`config.mk`:
```
export PLATFORM = sky130hd
export DESIGN_NAME = game_ctrl_core
export DESIGN_NICKNAME = d
export VERILOG_FILES = /design/src/rtl/game_ctrl_core.sv
export SDC_FILE = /design/constraint.sdc
export NUM_CORES = 1
export LEC_CHECK = 0
export ABC_AREA = 1
export BUFFER_PORTS_ARGS = -buffer_cell sky130_fd_sc_hd__buf_2
export CAP_MARGIN = 25
export CELL_PAD_IN_SITES_DETAIL_PLACEMENT = 0
export CELL_PAD_IN_SITES_GLOBAL_PLACEMENT = 1
export CORE_ASPECT_RATIO = 1.2
export CORE_MARGIN = 2
export CORE_UTILIZATION = 27
export CTS_CLUSTER_DIAMETER = 40
export DETAILED_ROUTE_END_ITERATION = 12
export PLACE_DENSITY = 0.86
export SLEW_MARGIN = 20
export SYNTH_ARGS = -nofsm -noshare
export SYNTH_HDL_FRONTEND = slang
export SYNTH_SLANG_ARGS = --single-unit
```
`constraint.sdc`:
```
create_clock -name clk -period 3.4 [get_ports clk]
set_input_delay 0.34 -clock clk [delete_from_list [all_inputs] [get_ports clk]]
set_output_delay 0.34 -clock clk [all_outputs]
set_load 0.01 [all_outputs]
```
`src/rtl/game_ctrl_core.sv`:
```
// Game controller core: synchronised button edges, game-mode FSM, gravity-flip player physics
// and a one-slot-per-cycle obstacle collision scan that runs after every frame's physics update.
module game_ctrl_core #(
   parameter int N_OBS    = 10,
   parameter int X_W      = 10,
   parameter int Y_W      = 9,
   parameter int PLAYER_X = 100,
   parameter int PLAYER_W = 16,
   parameter int PLAYER_H = 16,
   parameter int Y_MIN    = 0,
   parameter int Y_MAX    = 463,
   parameter int Y_START  = 240,
   parameter int GRAV     = 1,
   parameter int V_MAX    = 8,
   parameter int SCORE_W  = 16
) (
   input  logic                     clk,
   input  logic                     rst,
   input  logic                     tick,
   input  logic [2:0]               btn,
   input  logic [N_OBS*2*X_W-1:0]   obstacle_x,
   input  logic [N_OBS*2*Y_W-1:0]   obstacle_y,
   output logic [1:0]               gamemode,
   output logic [Y_W-1:0]           player_y,
   output logic [SCORE_W-1:0]       score,
   output logic                     hit
);

   localparam int IDX_W = (N_OBS > 1) ? $clog2(N_OBS) : 1;
   localparam int S_W   = Y_W + 2;

   localparam logic [IDX_W-1:0]     LAST_IDX = IDX_W'(N_OBS - 1);
   localparam logic [X_W-1:0]       PX_LO    = X_W'(PLAYER_X);
   localparam logic [X_W-1:0]       PX_HI    = X_W'(PLAYER_X + PLAYER_W - 1);
   localparam logic [Y_W:0]         PH_OFS   = (Y_W+1)'(PLAYER_H - 1);
   localparam logic signed [S_W-1:0] GRAV_S  = S_W'(GRAV);
   localparam logic signed [S_W-1:0] VMAX_S  = S_W'(V_MAX);
   localparam logic signed [S_W-1:0] YMIN_S  = S_W'(Y_MIN);
   localparam logic signed [S_W-1:0] YMAX_S  = S_W'(Y_MAX);

   typedef enum logic [1:0] {
      MODE_INIT  = 2'b00,
      MODE_PLAY  = 2'b01,
      MODE_PAUSE = 2'b10,
      MODE_ENDED = 2'b11
   } mode_t;

   mode_t mode, mode_next;

   logic [2:0] sync1, sync2, btn_prev, btn_edge;
   logic       b0_act, playing, restart, abort, do_phys, frame_hit, frame_clear;

   logic                    scan_busy, scan_done, hit_acc, slot_hit;
   logic [IDX_W-1:0]        scan_idx;
   logic [X_W-1:0]          lefts [N_OBS];
   logic [X_W-1:0]          rights [N_OBS];
   logic [Y_W-1:0]          tops [N_OBS];
   logic [Y_W-1:0]          bottoms [N_OBS];
   logic [X_W-1:0]          slot_left, slot_right;
   logic [Y_W-1:0]          slot_top, slot_bot;
   logic [Y_W:0]            y_hi;

   logic                    grav_up;
   logic signed [S_W-1:0]   vel, vel_step, vel_clamped, y_sum, vel_upd;
   logic [Y_W-1:0]          y_upd;

   // Two-flop synchroniser plus a third flop so each press yields exactly one edge pulse.
   always_ff @(posedge clk or posedge rst) begin
      if (rst) begin
         sync1    <= '0;
         sync2    <= '0;
         btn_prev <= '0;
      end else begin
         sync1    <= btn;
         sync2    <= sync1;
         btn_prev <= sync2;
      end
   end

   assign btn_edge = sync2 & ~btn_prev;
   assign b0_act   = btn_edge[0] & ~btn_edge[1] & ~btn_edge[2];

   assign restart     = btn_edge[2] | (btn_edge[1] & ((mode == MODE_INIT) | (mode == MODE_ENDED)));
   assign abort       = btn_edge[2] | btn_edge[1];
   assign do_phys     = tick & playing & ~scan_busy & ~scan_done & ~abort;
   assign frame_hit   = scan_done & hit_acc & ~abort;
   assign frame_clear = scan_done & ~hit_acc & ~abort;

   always_ff @(posedge clk or posedge rst) begin
      if (rst) mode <= MODE_INIT;
      else     mode <= mode_next;
   end

   always_comb begin
      mode_next = mode;
      if (btn_edge[2]) begin
         mode_next = MODE_INIT;
      end else if (btn_edge[1]) begin
         unique case (mode)
            MODE_INIT:  mode_next = MODE_PLAY;
            MODE_PLAY:  mode_next = MODE_PAUSE;
            MODE_PAUSE: mode_next = MODE_PLAY;
            MODE_ENDED: mode_next = MODE_PLAY;
            default:    mode_next = MODE_INIT;
         endcase
      end else if (frame_hit) begin
         mode_next = MODE_ENDED;
      end
   end

   always_comb begin
      gamemode = mode;
      playing  = (mode == MODE_PLAY);
   end

   // Velocity is clamped before it moves the player; touching either bound kills the velocity.
   always_comb begin
      vel_step = grav_up ? (vel - GRAV_S) : (vel + GRAV_S);
      if (vel_step > VMAX_S)       vel_clamped = VMAX_S;
      else if (vel_step < -VMAX_S) vel_clamped = -VMAX_S;
      else                         vel_clamped = vel_step;
      y_sum   = $signed({2'b00, player_y}) + vel_clamped;
      vel_upd = vel_clamped;
      y_upd   = y_sum[Y_W-1:0];
      if (y_sum < YMIN_S) begin
         y_upd   = Y_W'(Y_MIN);
         vel_upd = '0;
      end else if (y_sum > YMAX_S) begin
         y_upd   = Y_W'(Y_MAX);
         vel_upd = '0;
      end
   end

   for (genvar i = 0; i < N_OBS; i++) begin : g_unpack
      assign lefts[i]   = obstacle_x[2*i*X_W +: X_W];
      assign rights[i]  = obstacle_x[(2*i+1)*X_W +: X_W];
      assign tops[i]    = obstacle_y[2*i*Y_W +: Y_W];
      assign bottoms[i] = obstacle_y[(2*i+1)*Y_W +: Y_W];
   end

   // A single comparator set is shared across slots; left > right marks an empty slot.
   always_comb begin
      slot_left  = lefts[scan_idx];
      slot_right = rights[scan_idx];
      slot_top   = tops[scan_idx];
      slot_bot   = bottoms[scan_idx];
      y_hi       = {1'b0, player_y} + PH_OFS;
      slot_hit   = (slot_left <= slot_right) &&
                   (slot_left <= PX_HI) && (slot_right >= PX_LO) &&
                   ({1'b0, slot_top} <= y_hi) && (slot_bot >= player_y);
   end

   always_ff @(posedge clk or posedge rst) begin
      if (rst) begin
         scan_busy <= 1'b0;
         scan_done <= 1'b0;
         scan_idx  <= '0;
         hit_acc   <= 1'b0;
      end else if (abort) begin
         scan_busy <= 1'b0;
         scan_done <= 1'b0;
         scan_idx  <= '0;
         hit_acc   <= 1'b0;
      end else begin
         scan_done <= 1'b0;
         if (do_phys) begin
            scan_busy <= 1'b1;
            scan_idx  <= '0;
            hit_acc   <= 1'b0;
         end else if (scan_busy) begin
            hit_acc <= hit_acc | slot_hit;
            if (scan_idx == LAST_IDX) begin
               scan_busy <= 1'b0;
               scan_done <= 1'b1;
            end else begin
               scan_idx <= scan_idx + 1'b1;
            end
         end
      end
   end

   always_ff @(posedge clk or posedge rst) begin
      if (rst) begin
         player_y <= Y_W'(Y_START);
         vel      <= '0;
         grav_up  <= 1'b0;
         score    <= '0;
         hit      <= 1'b0;
      end else begin
         hit <= frame_hit;
         if (restart) begin
            player_y <= Y_W'(Y_START);
            vel      <= '0;
            grav_up  <= 1'b0;
            score    <= '0;
         end else begin
            if (b0_act && playing) grav_up <= ~grav_up;
            if (do_phys) begin
               vel      <= vel_upd;
               player_y <= y_upd;
            end
            if (frame_clear && (score != '1)) score <= score + 1'b1;
         end
      end
   end

endmodule

```
[After elaboration in Yosys (flattened, before gate mapping)]
Cells that the tools add are included.
Cells by class
  add/sub/neg operators: 6
  $mul: 0
  div/mod/pow operators: 0
  magnitude comparators: 10
  eq/ne operators: 6
  shift-type cells: 0
  multiplexer cells: 46
  bitwise operators: 25
  reductions and logical operators: 14
Operators by type and width (number)
  binary-select mux 10 bit (select 4 bit): 2
  two-way mux 11 bit: 7
  binary-select mux 9 bit (select 4 bit): 2
  two-way mux 9 bit: 8
  two-way mux 10 bit: 4
  two-way mux 16 bit: 2
  adder 16 x 1 -> 16 bit (second input constant): 1
  two-way mux 4 bit: 4
  != test 16 bit (second input constant): 1
  two-way mux 1 bit: 13
  adder 10 x 11 -> 11 bit: 1
  adder 11 x 2 -> 11 bit (second input constant): 1
  AND 1 bit: 11
  > comparator 11 x 10 -> 1 bit (second input constant): 1
  > comparator 11 x 5 -> 1 bit (second input constant): 1
  less-than comparator 11 x 1 -> 1 bit (second input constant): 1
  less-than comparator 11 x 4 -> 1 bit (second input constant): 1
  subtractor 11 x 2 -> 11 bit (second input constant): 1
  adder 9 x 4 -> 10 bit (second input constant): 1
  greater-or-equal comparator 10 x 7 -> 1 bit (second input constant): 1
  <= comparator 10 bit: 1
  <= comparator 10 x 7 -> 1 bit (second input constant): 1
  <= comparator 9 x 10 -> 1 bit: 1
  greater-or-equal comparator 9 bit: 1
  other kinds (19): 39
Word-level totals
  bits in registers: 56
  bits in latches: 0
  bits in writable memories: 0
  bits in read-only memories: 0
  logic and storage cells: 120
  memories kept: 0

[Longest topological paths before layout]
  word-level depth: 13
  mapped depth: 30

[Worst setup path after synthesis]
Ideal clock, no wire load.
  path type: reg2reg
  from: register grav_up
  to: register player_y[2]
  arrival: 3.479 ns
  required time: 3.284 ns
  slack: -0.195 ns
  stages on the path, launching flop included: 29
  buffers on the path: 1
  period minus slack after synthesis: 3.595 ns
  path through: dfrtp_1 fa_1 nand2_1 nand2_1 nand3b_1 nand3_1 nand2_2 nand3_1 nor2_1 nand3_1 nand2_4 nand2_1 nor2_1 ha_1 inv_1 fa_1 nor2_1 nand2_2 nand2_2 nand2_2 nand2_2 nand2_4 nand2_2 nor2_2 nand2_2 buf_6 nand3_2 nand2_1 nand2_1
Between the ends
  word-level cells in the longest chain between the ends: 10
Ends and longest elaborated chain
  start: declaration: RTL line 63  | logic grav_up;
  start signal: assignment: RTL line 197  | if (b0_act && playing) grav_up <= ~grav_up;
  two-way mux 11 bit (*): RTL line 118  | vel_step = grav_up ? (vel - GRAV_S) : (vel + GRAV_S);
  less-than comparator 11 x 4 -> 1 bit: RTL line 120  | else if (vel_step < -VMAX_S) vel_clamped = -VMAX_S;
  two-way mux 11 bit: RTL line 120
  two-way mux 11 bit (*): RTL line 119  | if (vel_step > VMAX_S) vel_clamped = VMAX_S;
  adder 10 x 11 -> 11 bit (*): RTL line 122  | y_sum = $signed({2'b00, player_y}) + vel_clamped;
  > comparator 11 x 10 -> 1 bit: RTL line 128  | end else if (y_sum > YMAX_S) begin
  two-way mux 9 bit: RTL line 128
  two-way mux 9 bit (*): RTL line 125  | if (y_sum < YMIN_S) begin
  two-way mux 9 bit (*): RTL line 198  | if (do_phys) begin
  two-way mux 9 bit (*): RTL line 191  | if (restart) begin
  end signal: assignment: RTL line 184  | player_y <= Y_W'(Y_START);
  end signal: assignment: RTL line 192  | player_y <= Y_W'(Y_START);
  end signal: assignment: RTL line 200  | player_y <= y_upd;
  end: declaration: RTL line 24  | output logic [Y_W-1:0] player_y,
Every way passes the cells marked *; elsewhere a longest branch is shown, timed or not. The select of a mux whose other input is x is not followed.
A chain may end at the register's enable or synchronous reset.

[Worst setup path after layout]
  from: register grav_up
  to: register vel[1]
Between the ends
  word-level cells in the longest chain between the ends: 10
Ends and longest elaborated chain
  two-way mux 11 bit (*): RTL line 118
  less-than comparator 11 x 4 -> 1 bit: RTL line 120
  two-way mux 11 bit: RTL line 120
  two-way mux 11 bit (*): RTL line 119
  adder 10 x 11 -> 11 bit: RTL line 122
  > comparator 11 x 10 -> 1 bit: RTL line 128
  two-way mux 11 bit: RTL line 128
  two-way mux 11 bit (*): RTL line 125
  two-way mux 11 bit (*): RTL line 198
  two-way mux 11 bit (*): RTL line 191
  end signal: assignment: RTL line 199  | vel <= vel_upd;
  end: declaration: RTL line 64  | logic signed [S_W-1:0] vel, vel_step, vel_clamped, y_sum, vel_upd;
Marked as above.

==> results.sh <==
export IMPL_syn_area_mm2=0.00766
export IMPL_ys_flop_type="dfrtp_1"
export IMPL_period_needed_ns=3.74
export IMPL_cp_max_fo=6
export IMPL_skew_ns=0.00581
export IMPL_ys_ff_latch=56
export IMPL_cts_tree="done"
export IMPL_use_met3=0.0237
export IMPL_violations="negative setup slack"
export IMPL_drc=0
export IMPL_fillCellCount=2960
export IMPL_grt_use_total=0.222
export IMPL_worst_slew_pin_slew_ns=0.933
export IMPL_synth_top_area_share=0.170
export IMPL_instances_no_fill=2065
export IMPL_portBuffers=413
export IMPL_cp_top_family="simple AND/OR/NAND/NOR gates"
export IMPL_clock_latency_ns=0.30
export IMPL_max_clock_freq_mhz=268
export IMPL_cts_root_buffer="clkbuf_16"
export IMPL_yosysWarnings=0
export IMPL_drt_iter0_drc=831
export IMPL_ir_worst_vdd_uv=382
export IMPL_grt_max_degree=76
export IMPL_min_from="btn[2]"
export IMPL_syn_inst=1227
export IMPL_postRouteAntennaNets=0
export IMPL_slew_headroom=0.374
export IMPL_layout_setup_ws_ns=-0.337
export IMPL_cts_sinks=56
export IMPL_timing_rr_end="vel[1]$_DFFE_PP0P_"
export IMPL_hold_path_end="sync1[2]$_DFF_PP0_"
export IMPL_r2r_start="grav_up$_DFFE_PP0P_"
export IMPL_chipHeight_um=188
export IMPL_wirelength_um=36600
export IMPL_drt_pass1_iterations=6
export IMPL_dp_hpwl_um=28200
export IMPL_met2_usage=0.400
export IMPL_use_met1=0.273
export IMPL_top_usage_layer="met2"
export IMPL_fin_nets=2115
export IMPL_grt_overflow_total=0
export IMPL_hold_depth=1
export IMPL_cpMostUsedCell="nand2_2"
export IMPL_syn_num_nets=1664
export IMPL_post_place_cells=2012
export IMPL_grt_pass1_vias=10100
export IMPL_holdCritPathClass="primary input to flop"
export IMPL_critPathLaunchType="flop"
export IMPL_rows=67
export IMPL_path_buf_inv=3
export IMPL_timing_hold_ws_ns=0.141
export IMPL_finalInstanceArea_mm2=0.0116
export IMPL_synth_area_leader_cell="dfrtp_1"
export IMPL_die_w_um=158
export IMPL_core_mm2=0.0279
export IMPL_io_pins=414
export IMPL_cellPowerDensity_mw_per_mm2=501
export IMPL_r2r_cells=26
export IMPL_post_place_ws_ns=-0.585
export IMPL_ys_top_cells_by_count="213 x nand2_1, 201 x nor2_1, 185 x o21ai_0"
export IMPL_finalCritPeriodShare=1.10
export IMPL_critPathMaxStageDelay_ns=0.53
export IMPL_vias_per_cell=5.22
export IMPL_grt_setup_unrepaired="yes"
export IMPL_leakage_uw=0.00583
export IMPL_hold_viol=0
export IMPL_synth_most_common_cell="nand2_1"
export IMPL_worstPathRequired_ns=3.59
export IMPL_crit_type="flop to flop"
export IMPL_synth_area_per_cell_um2=6.24
export IMPL_numCtsBuffers=5
export IMPL_gp_routability_congestion=0.942
export IMPL_worst_ep_arrival_time_ns=3.93
export IMPL_placed_cell_area_mm2=0.0106
export IMPL_cap_viol_max_count=0
export IMPL_r2r_setup_slack_ns=-0.34
export IMPL_num_vias=10800
export IMPL_start_util=0.274
export IMPL_async_flop_share=1.00
export IMPL_routedWlPerCell_um=17.7
export IMPL_cts_clk_slew_worst_paths_ns=0.08
export IMPL_crit_path_end_kind="flop"
export IMPL_htreeDepth=2
export IMPL_crit_path_top_delay_cell="dfrtp_4"
export IMPL_drive_above_1_share=0.409
export IMPL_synth_area_top_cells="dfrtp_1 17%, o21ai_0 12%, nand2_1 10%"
export IMPL_ys_seq_area_frac=0.184
export IMPL_synthDistinctLibCells=50
export IMPL_grt_first_pass_wirelength_um=52600
export IMPL_drv_slew=0
export IMPL_status="finished, violations left"
export IMPL_area_growth_pct=51.9
export IMPL_dieArea_mm2=0.0297
export IMPL_clockBufferDepth=2
export IMPL_synth_edf_count=0
export IMPL_setup_viol=21
export IMPL_grt_antenna_before_repair=6
where the power goes:
| group | internal, uW | total, uW | leakage [uW] | switching, uW |
|---|---|---|---|---|
| Clock | 280 | 542 | 0.0000720 | 262 |
| Combinational | 1990 | 4380 | 0.00503 | 2390 |
| Sequential | 756 | 905 | 0.000732 | 149 |
| Total | 3030 | 5830 | 0.00583 | 2800 |
state kept, by name, summed over array words and instances, names as in the netlist:
| register | count |
|---|---|
| score | 16 |
| scan_busy | 1 |
| sync2 | 3 |
| scan_done | 1 |
| player_y | 9 |
| sync1 | 3 |
| grav_up | 1 |
| btn_prev | 3 |
| scan_idx | 4 |
| vel | 11 |
| hit_acc | 1 |
| hit | 1 |
| gamemode | 2 |
layer usage:
layer	share of wire	vias to the layer above
li1	-	5155
met1	0.40	5057
met2	0.50	506
met3	0.065	71
met4	0.029	0
met5	0	-
kinds of logic (layout without fill, tap and decap cells):
logic type | Yosys count | after routing | synth area share
compound gates | 367 | 367 | 0.296
xor+xnor | 14 | 14 | 0.0160
fa+ha+maj | 51 | 51 | 0.0853
buf+inv | 188 | 640 | 0.0952
flops | 56 | 56 | 0.184
mux | 15 | 15 | 0.0196
other cells | 0 | 7 | 0
simple gates | 536 | 536 | 0.304
worst max path at each step:
stage / start / end / slack, ns / depth (start not counted)
detailed placement: scan_idx[1]$_DFFE_PP0P_ / hit_acc$_DFFE_PP0P_ / -0.59 / 15
global route: grav_up$_DFFE_PP0P_ / vel[1]$_DFFE_PP0P_ / -0.55 / 27
floorplan: grav_up$_DFFE_PP0P_ / player_y[2]$_DFFE_PP0P_ / -0.06 / 27
global placement: scan_idx[1]$_DFFE_PP0P_ / hit_acc$_DFFE_PP0P_ / -0.52 / 15
finish: grav_up$_DFFE_PP0P_ / vel[1]$_DFFE_PP0P_ / -0.34 / 26
CTS: scan_idx[0]$_DFFE_PP0P_ / hit_acc$_DFFE_PP0P_ / -0.25 / 15
cell usage in the layout, fill, tap and decap left out, drive strengths merged, types with 15 or more instances in the layout:
master,n
buf,517
nor2,206
o21ai,187
o221ai,60
o22ai,16
a21oi,54
nand3,54
nand4,19
a31o,17
o211ai,18
nand2,234
inv,111
dfrtp,52
ha,49
mux2i,15
what timing repair did:
action,CTS,global route
gates cloned,1,3
buffers inserted,24,10
hold buffers,0,0
pin swaps,13,25
endpoints found under the setup margin,21,21
resized for setup,56,68
final cells by class:
cell class | count | area [um^2] | area share
Inverter | 111 | 444 | 0.0382
Timing Repair inverter | 1 | 8.76 | 0.000753
Tap cell | 379 | 474 | 0.0408
Timing Repair Buffer | 520 | 3120 | 0.268
Clock buffer | 5 | 125 | 0.0108
Antenna cell | 7 | 17.5 | 0.00151
Sequential cell | 56 | 1420 | 0.122
Clock inverter | 3 | 27.5 | 0.00237
Multi-Input combinational cell | 983 | 6000 | 0.516
through the flow:
stage                     utilization  power [uW]  TNS, ns
after CTS                       0.402        5400    -3.95
after global routing            0.417        6370   -10.22
final                           0.417        5830    -6.07
after detailed placement        0.381        4460    -7.77
after floorplan                     -        3190   -0.396
after global placement          0.381        4420    -6.52
Power figures use the tool's default switching activity.
